[src/rtl/instr_fetch_pkg.sv]
// Shared definitions for the instruction fetch stage.
// Holds the opcode constants used to build instruction words, the reset
// (NOP) instruction word and the fetch FSM state encoding.
package instr_fetch_pkg;

  localparam logic [15:0] INSTRUCTION_NOP = 16'h0000;
  localparam logic [15:0] INSTRUCTION_AND = 16'h0001;
  localparam logic [15:0] INSTRUCTION_SUB = 16'h0002;

  // Word presented to the decoder out of reset: a NOP with empty fields.
  localparam logic [31:0] NOP_WORD = {INSTRUCTION_NOP, 16'h0000};

  typedef enum logic [1:0] {
    IDLE = 2'd0,
    REQ  = 2'd1,
    HOLD = 2'd2
  } fetch_state_e;

endpackage

[src/rtl/instr_fetch.sv]
// Instruction fetch stage feeding the decoder.
// Keeps the program counter, reads instruction memory with a req/ack
// handshake, captures each word into the instruction register and hands it
// to the decoder with valid/ready. A one-cycle jump redirect squashes any
// in-flight or unconsumed fetch.
//
// Ports:
//   clk, rst                 clock (rising edge), async active-high reset
//   en                       run enable
//   mem_req/mem_addr         read request and address (mem_addr == pc)
//   mem_ack/mem_rdata        one-cycle acknowledge with read data
//   instr/instr_valid/_ready instruction register and decoder handshake
//   instr_pc                 address the held instruction came from
//   jump_en/jump_addr        redirect request and target
//   pc                       next fetch address
//
// state | meaning
// IDLE  | no request outstanding; waits for en, accepts jumps directly
// REQ   | mem_req high at pc until mem_ack; jumps are latched, not applied
// HOLD  | instr_valid high until the decoder accepts it or a jump squashes it
module instr_fetch
  import instr_fetch_pkg::*;
#(
  parameter int                    ADDR_WIDTH = 8,
  parameter logic [ADDR_WIDTH-1:0] PC_RESET   = '0
) (
  input  logic                  clk,
  input  logic                  rst,
  input  logic                  en,
  output logic                  mem_req,
  output logic [ADDR_WIDTH-1:0] mem_addr,
  input  logic                  mem_ack,
  input  logic [31:0]           mem_rdata,
  output logic [31:0]           instr,
  output logic                  instr_valid,
  input  logic                  instr_ready,
  output logic [ADDR_WIDTH-1:0] instr_pc,
  input  logic                  jump_en,
  input  logic [ADDR_WIDTH-1:0] jump_addr,
  output logic [ADDR_WIDTH-1:0] pc
);

  fetch_state_e          state_q, state_d;
  logic [ADDR_WIDTH-1:0] pc_q, pc_d;
  logic [31:0]           instr_q, instr_d;
  logic [ADDR_WIDTH-1:0] instr_pc_q, instr_pc_d;
  logic                  jump_pending_q, jump_pending_d;
  logic [ADDR_WIDTH-1:0] jump_tgt_q, jump_tgt_d;

  always_ff @(posedge clk or posedge rst) begin
    if (rst) begin
      state_q        <= IDLE;
      pc_q           <= PC_RESET;
      instr_q        <= NOP_WORD;
      instr_pc_q     <= '0;
      jump_pending_q <= 1'b0;
      jump_tgt_q     <= '0;
    end else begin
      state_q        <= state_d;
      pc_q           <= pc_d;
      instr_q        <= instr_d;
      instr_pc_q     <= instr_pc_d;
      jump_pending_q <= jump_pending_d;
      jump_tgt_q     <= jump_tgt_d;
    end
  end

  always_comb begin
    state_d        = state_q;
    pc_d           = pc_q;
    instr_d        = instr_q;
    instr_pc_d     = instr_pc_q;
    jump_pending_d = jump_pending_q;
    jump_tgt_d     = jump_tgt_q;

    case (state_q)
      IDLE: begin
        if (jump_en) pc_d = jump_addr;
        if (en) state_d = REQ;
      end
      REQ: begin
        // pc must not move while the request is up, so jumps are parked.
        if (jump_en) begin
          jump_pending_d = 1'b1;
          jump_tgt_d     = jump_addr;
        end
        if (mem_ack) begin
          if (jump_en || jump_pending_q) begin
            pc_d           = jump_en ? jump_addr : jump_tgt_q;
            jump_pending_d = 1'b0;
            state_d        = IDLE;
          end else begin
            instr_d    = mem_rdata;
            instr_pc_d = pc_q;
            pc_d       = pc_q + 1'b1;
            state_d    = HOLD;
          end
        end
      end
      HOLD: begin
        // Handshake and squash both free the register; a jump always
        // redirects pc, whether or not the transfer completed.
        if (instr_ready || jump_en) begin
          if (jump_en) pc_d = jump_addr;
          state_d = en ? REQ : IDLE;
        end
      end
      default: state_d = IDLE;
    endcase
  end

  assign mem_req     = (state_q == REQ);
  assign mem_addr    = pc_q;
  assign pc          = pc_q;
  assign instr       = instr_q;
  assign instr_pc    = instr_pc_q;
  assign instr_valid = (state_q == HOLD);

endmodule

[config.mk]
export PLATFORM = sky130hd
export DESIGN_NAME = instr_fetch
export DESIGN_NICKNAME = d
export VERILOG_FILES = /design/src/rtl/instr_fetch_pkg.sv /design/src/rtl/instr_fetch.sv
export SDC_FILE = /design/constraint.sdc
export NUM_CORES = 1
export LEC_CHECK = 0
export ABC_AREA = 1
export CORE_MARGIN = 5
export CORE_UTILIZATION = 40
export DETAILED_ROUTE_END_ITERATION = 8
export PLACE_DENSITY = 0.73
export SLEW_MARGIN = 0
export SYNTH_ARGS = -nofsm -noshare
export SYNTH_HDL_FRONTEND = slang
export SYNTH_SLANG_ARGS = --single-unit
[constraint.sdc]
create_clock -name clk -period 1.8 [get_ports clk]
set_input_delay 0.36 -clock clk [delete_from_list [all_inputs] [get_ports clk]]
set_output_delay 0.36 -clock clk [all_outputs]
set_load 0.02 [all_outputs]
After elaboration in Yosys (flattened, before gate mapping)
Cells that the tools add are included.

operators by class
  multipliers = 0
  shift operators = 0
  divide/modulo/power cells = 0
  reduce and logical (&&, ||, !) cells = 7
  add/sub/neg operators = 1
  equal/unequal tests = 5
  multiplexer cells = 15
  bitwise logic cells = 1
  magnitude comparators = 0

operator list
  cell                                                   number
  2-to-1 mux 8 bit                                       5
  case mux 8 bit (3 select lines)                        1
  AND reduction 3 bit                                    3
  adder 8 x 1 -> 8 bit, second input constant            1
  2-to-1 mux 2 bit                                       4
  case mux 2 bit (3 select lines)                        1
  2-to-1 mux 1 bit                                       4
  inequality test 2 x 1 -> 1 bit, second input constant  2
  nonzero test 3 bit                                     1
  equality test 2 x 1 -> 1 bit, second input constant    1
  equality test 2 bit, second input constant             1
  zero test 2 bit                                        1
  logical OR 1 bit                                       2
  inequality test 2 bit, second input constant           1
  inverter 1 bit                                         1

word-level totals
  input port bits = 46
  bits in latches = 0
  logic and storage cells = 35
  bits in registers = 59
  output and inout port bits = 58
  memories kept = 0
  memory bits (writable) = 0
  memory bits (read-only) = 0

Depth between registers and ports, before layout
  depth in word-level cells = 4
  depth in mapped cells = 8
  mapped depth without buffers = 7

Least setup slack after synthesis
OpenSTA, ideal clock, no wires.

  path kind = register -> register
  start = register state_q[0]
  end = register pc_q[0] (netlist: mem_addr[0])
  cell stages (with the launch flop) = 7
  path buffers = 1
  arrival time = 1.287 ns
  data required time = 1.674 ns
  path slack = 0.386 ns
  path through = dfrtp_1 > nor2_1 > nand2_1 > nand3_2 > buf_6 > nand2_1 > a21boi_1

between the ends
  longest elaborated chain between the ends = 3

ends and longest elaborated chain
  element                                                                         RTL line           source
  start: declaration                                                              instr_fetch.sv:43  fetch_state_e state_q, state_d;
  start signal: assignment                                                        instr_fetch.sv:59  state_q <= state_d;
  equality test 2 bit (*)                                                         n/a
  named net instr_valid                                                           instr_fetch.sv:35  output logic instr_valid,
  inequality test 2 x 1 -> 1 bit (no line) or nonzero test 3 bit (tied branches)  n/a
  AND reduction 3 bit (no line)                                                   n/a
  end signal: assignment                                                          instr_fetch.sv:60  pc_q <= pc_d;
  end: declaration                                                                instr_fetch.sv:44  logic [ADDR_WIDTH-1:0] pc_q, pc_d;

Mark *: on every way through the listed nets, which the timed path passes. The rest lies on a longest branch.
A chain may end at the register's enable or synchronous reset.

Worst setup path after layout
  start = register pc_q[5] (netlist: mem_addr[5])
  end = output port mem_addr[5]

RTL lines
  element           RTL line           source
  end: declaration  instr_fetch.sv:31  output logic [ADDR_WIDTH-1:0] mem_addr,

No word-level cell between the ends.

==> metrics.yaml <==
outcome:
  status: "complete, no violations"
timing:
  drv_slew: 0
  slew_headroom_pct: 72.96
  finalHoldViolCount: 0
  tightest_slew_ns: 0.4048
  final-setup-viol-count: 0
  rsz0062_at_grt: "no"
  skew_ns: 0.004600
  setup_tns_ns: 0
  setup_ws_ns: 0.03616
  maxClockFrequency_mhz: 566.9
  min_period_over_period_pct: 97.99
  min_period_ns: 1.764
routing:
  postRouteWirelength_mm: 7.558
  wl_per_cell_um: 13.74
  drt_iter0_drc: 130
  vias: 2629
  drt_pass1_iterations: 4
  antenna_left: 0
  drc_errors: 0
  drt-vias-per-instance: 4.780
final_layout:
  multi_input_area_um2: 1055
  areaGrowthSynthToFinish_pct: 47.44
  diodes: 0
  stdcell_count: 550
  drive_gt1_share_pct: 8.150
  ff_latch_area_um2: 1476
  num-nets-final: 497
  final_cell_mix: "nand2_1 (130), clkdlybuf4s50_1 (96), dfrtp_1 (59)"
  utilization_pct: 60.68
  final.fill_count: 616
  final_common_cell: "nand2_1"
placed_design:
  gp_congestion: 0.8121
  dp_cells: 535
  dpl_worst_slack_ns: -0.1066
  hpwl_mm: 5.716
  io_buffers: 103
die:
  row_count: 30
  die_h_um: 93.84
  initial_core_util_pct: 41.15
  ios: 104
  core_um2: 6832
  die-width_um: 93.84
  die-area_um2: 8805
setup_path:
  worstSetupEndpointType: "output pin"
  crit_chain: "clkdlybuf4s50_1"
  r2r_start: "state_q[0]"
  slowest_delay_ns: 0.64
  worst_r2r_path_depth: 7
  arrival_ns: 1.40
  crit_fanout: 5
  crit_type: "reg2out"
  slowest_stage: "clkdlybuf4s50_1"
  cp_num_buf_inv: 1
  critPathTopFamily: "buffers and inverters"
  cp-start-kind: "flip-flop"
  reg2reg_to: "mem_addr[5]"
  r2r_slack_ns: 0.34
  critPathRequiredTime_ns: 1.44
worst_hold_path:
  hold_path.class: "in2async"
cts:
  cts_max_level: 3
  numCtsBuffers: 9
  cts_buffer_depth: 2
  clock-root-buffer: "clkbuf_8"
  tritoncts: "built"
  clkTransAtPathRegs_ns: 0.06
  clkLatencyLatePin_ns: 0.33
  cts_setup_buffers: 0
  cts.sinks: 59
synth:
  ys_ff_latch: 59
  synthDistinctLibCells: 24
  syn_nets: 393
  syn_area_um2: 2811
  synthCells: 346
  yosysSeqAreaShare_pct: 52.51
  yosysWarnings: 0
  syn_avg_cell_area_um2: 8.126
power_and_ir_drop:
  ir_drop_v: 0.0006594
  finalPower_uw: 7081
  power.density_nw_per_um2: 1708
  cellLeakagePower_uw: 0.002054
grt:
  grt_antenna_before_repair: 0
  grt_pass1_vias: 2525
  grt_first_pass_wirelength_mm: 12.03
  grt-ovfl-total: 0
  grt_max_degree: 26
  grt_usage_pct: 17.43
flow_run:
  maxCapViolCount: 0
-- per-layer routing --
metal  vias to the layer above  part of all wire (%)  GRT usage [%]
met1                      1234                    44          22.71
met2                        84                    49          27.68
met5                         -                     0              0
met3                        14                   4.9          2.965
li1                       1297                     -              -
met4                         0                   2.4          9.146
-- stage by stage --
| step | area [um^2] | hold WS [ns] |
|---|---|---|
| 2_1_floorplan | 2815 | 0.4596 |
| 3_3_place_gp | 3928 | 0.4523 |
| 3_5_place_dp | 3928 | 0.4592 |
| 4_1_cts | 4138 | 0.3749 |
| 5_1_grt | 4145 | 0.4013 |
| 6_report | 4145 | 0.3763 |
-- synthesized netlist by cell type (all sizes together) --
master  number  area (um^2)
buf         24        185.2
a31oi        2        12.51
nand3       47        240.2
ha           1        12.51
clkbuf       1        3.750
nand2      132        500.5
xor2         1        8.760
a21oi        2        10.01
nand3b       1        7.510
a21boi       5        37.54
nand4        2        12.51
inv         25        93.84
nor2        20        90.08
dfrtp       59         1476
o21ai       24        120.1
-- where the power goes --
| group | internal (uW) | switching [uW] | leakage (uW) |
|---|---|---|---|
| registers | 1950 | 408 | 0.000728 |
| logic | 1560 | 1880 | 0.00122 |
| clock network | 784 | 492 | 0.000109 |
-- worst max path at each step --
stage | from | endpoint | cells past startpoint
6_report | mem_addr[5] | mem_addr[5] | 1
5_1_grt | mem_addr[5] | mem_addr[5] | 1
3_5_place_dp | jump_en | mem_addr[5] | 7
2_1_floorplan | state_q[0] | mem_addr[0] | 6
4_1_cts | mem_addr[5] | mem_addr[5] | 1
3_3_place_gp | jump_en | mem_addr[5] | 7
-- flip-flops by register name, indices dropped and copies added (netlist names) --
name / cells
mem_addr: 8
instr: 32
jump_pending_q: 1
state_q: 2
jump_tgt_q: 8
instr_pc: 8
-- kinds of logic (layout without fill, tap and decap cells) --
| kind of cell | Yosys count | count (layout) | synth area share (%) |
|---|---|---|---|
| adder cells (fa/ha/maj) | 1 | 1 | 0.4450 |
| XOR/XNOR | 1 | 1 | 0.3116 |
| AND/OR/NAND/NOR | 202 | 202 | 30.26 |
| AO/OA/AOI/OAI | 33 | 33 | 6.408 |
| buffers and inverters | 50 | 158 | 10.06 |
| flip-flops | 59 | 59 | 52.51 |
-- layout make-up --
type,instances,share of cell area [%]
clock buffer,14,4.407
clock inverter,1,0.7244
inverter,25,2.354
multi-input combinational,237,25.45
sequential,59,35.62
tap,96,2.898
timing repair buffer,118,28.55
-- timing repair --
action                                  4_1_cts  5_1_grt
hold endpoints to repair                      0        0
resized for setup                             5        3
endpoints found under the setup margin        4        5
hold buffers                                  0        0
(Power assumes the default switching activity.)
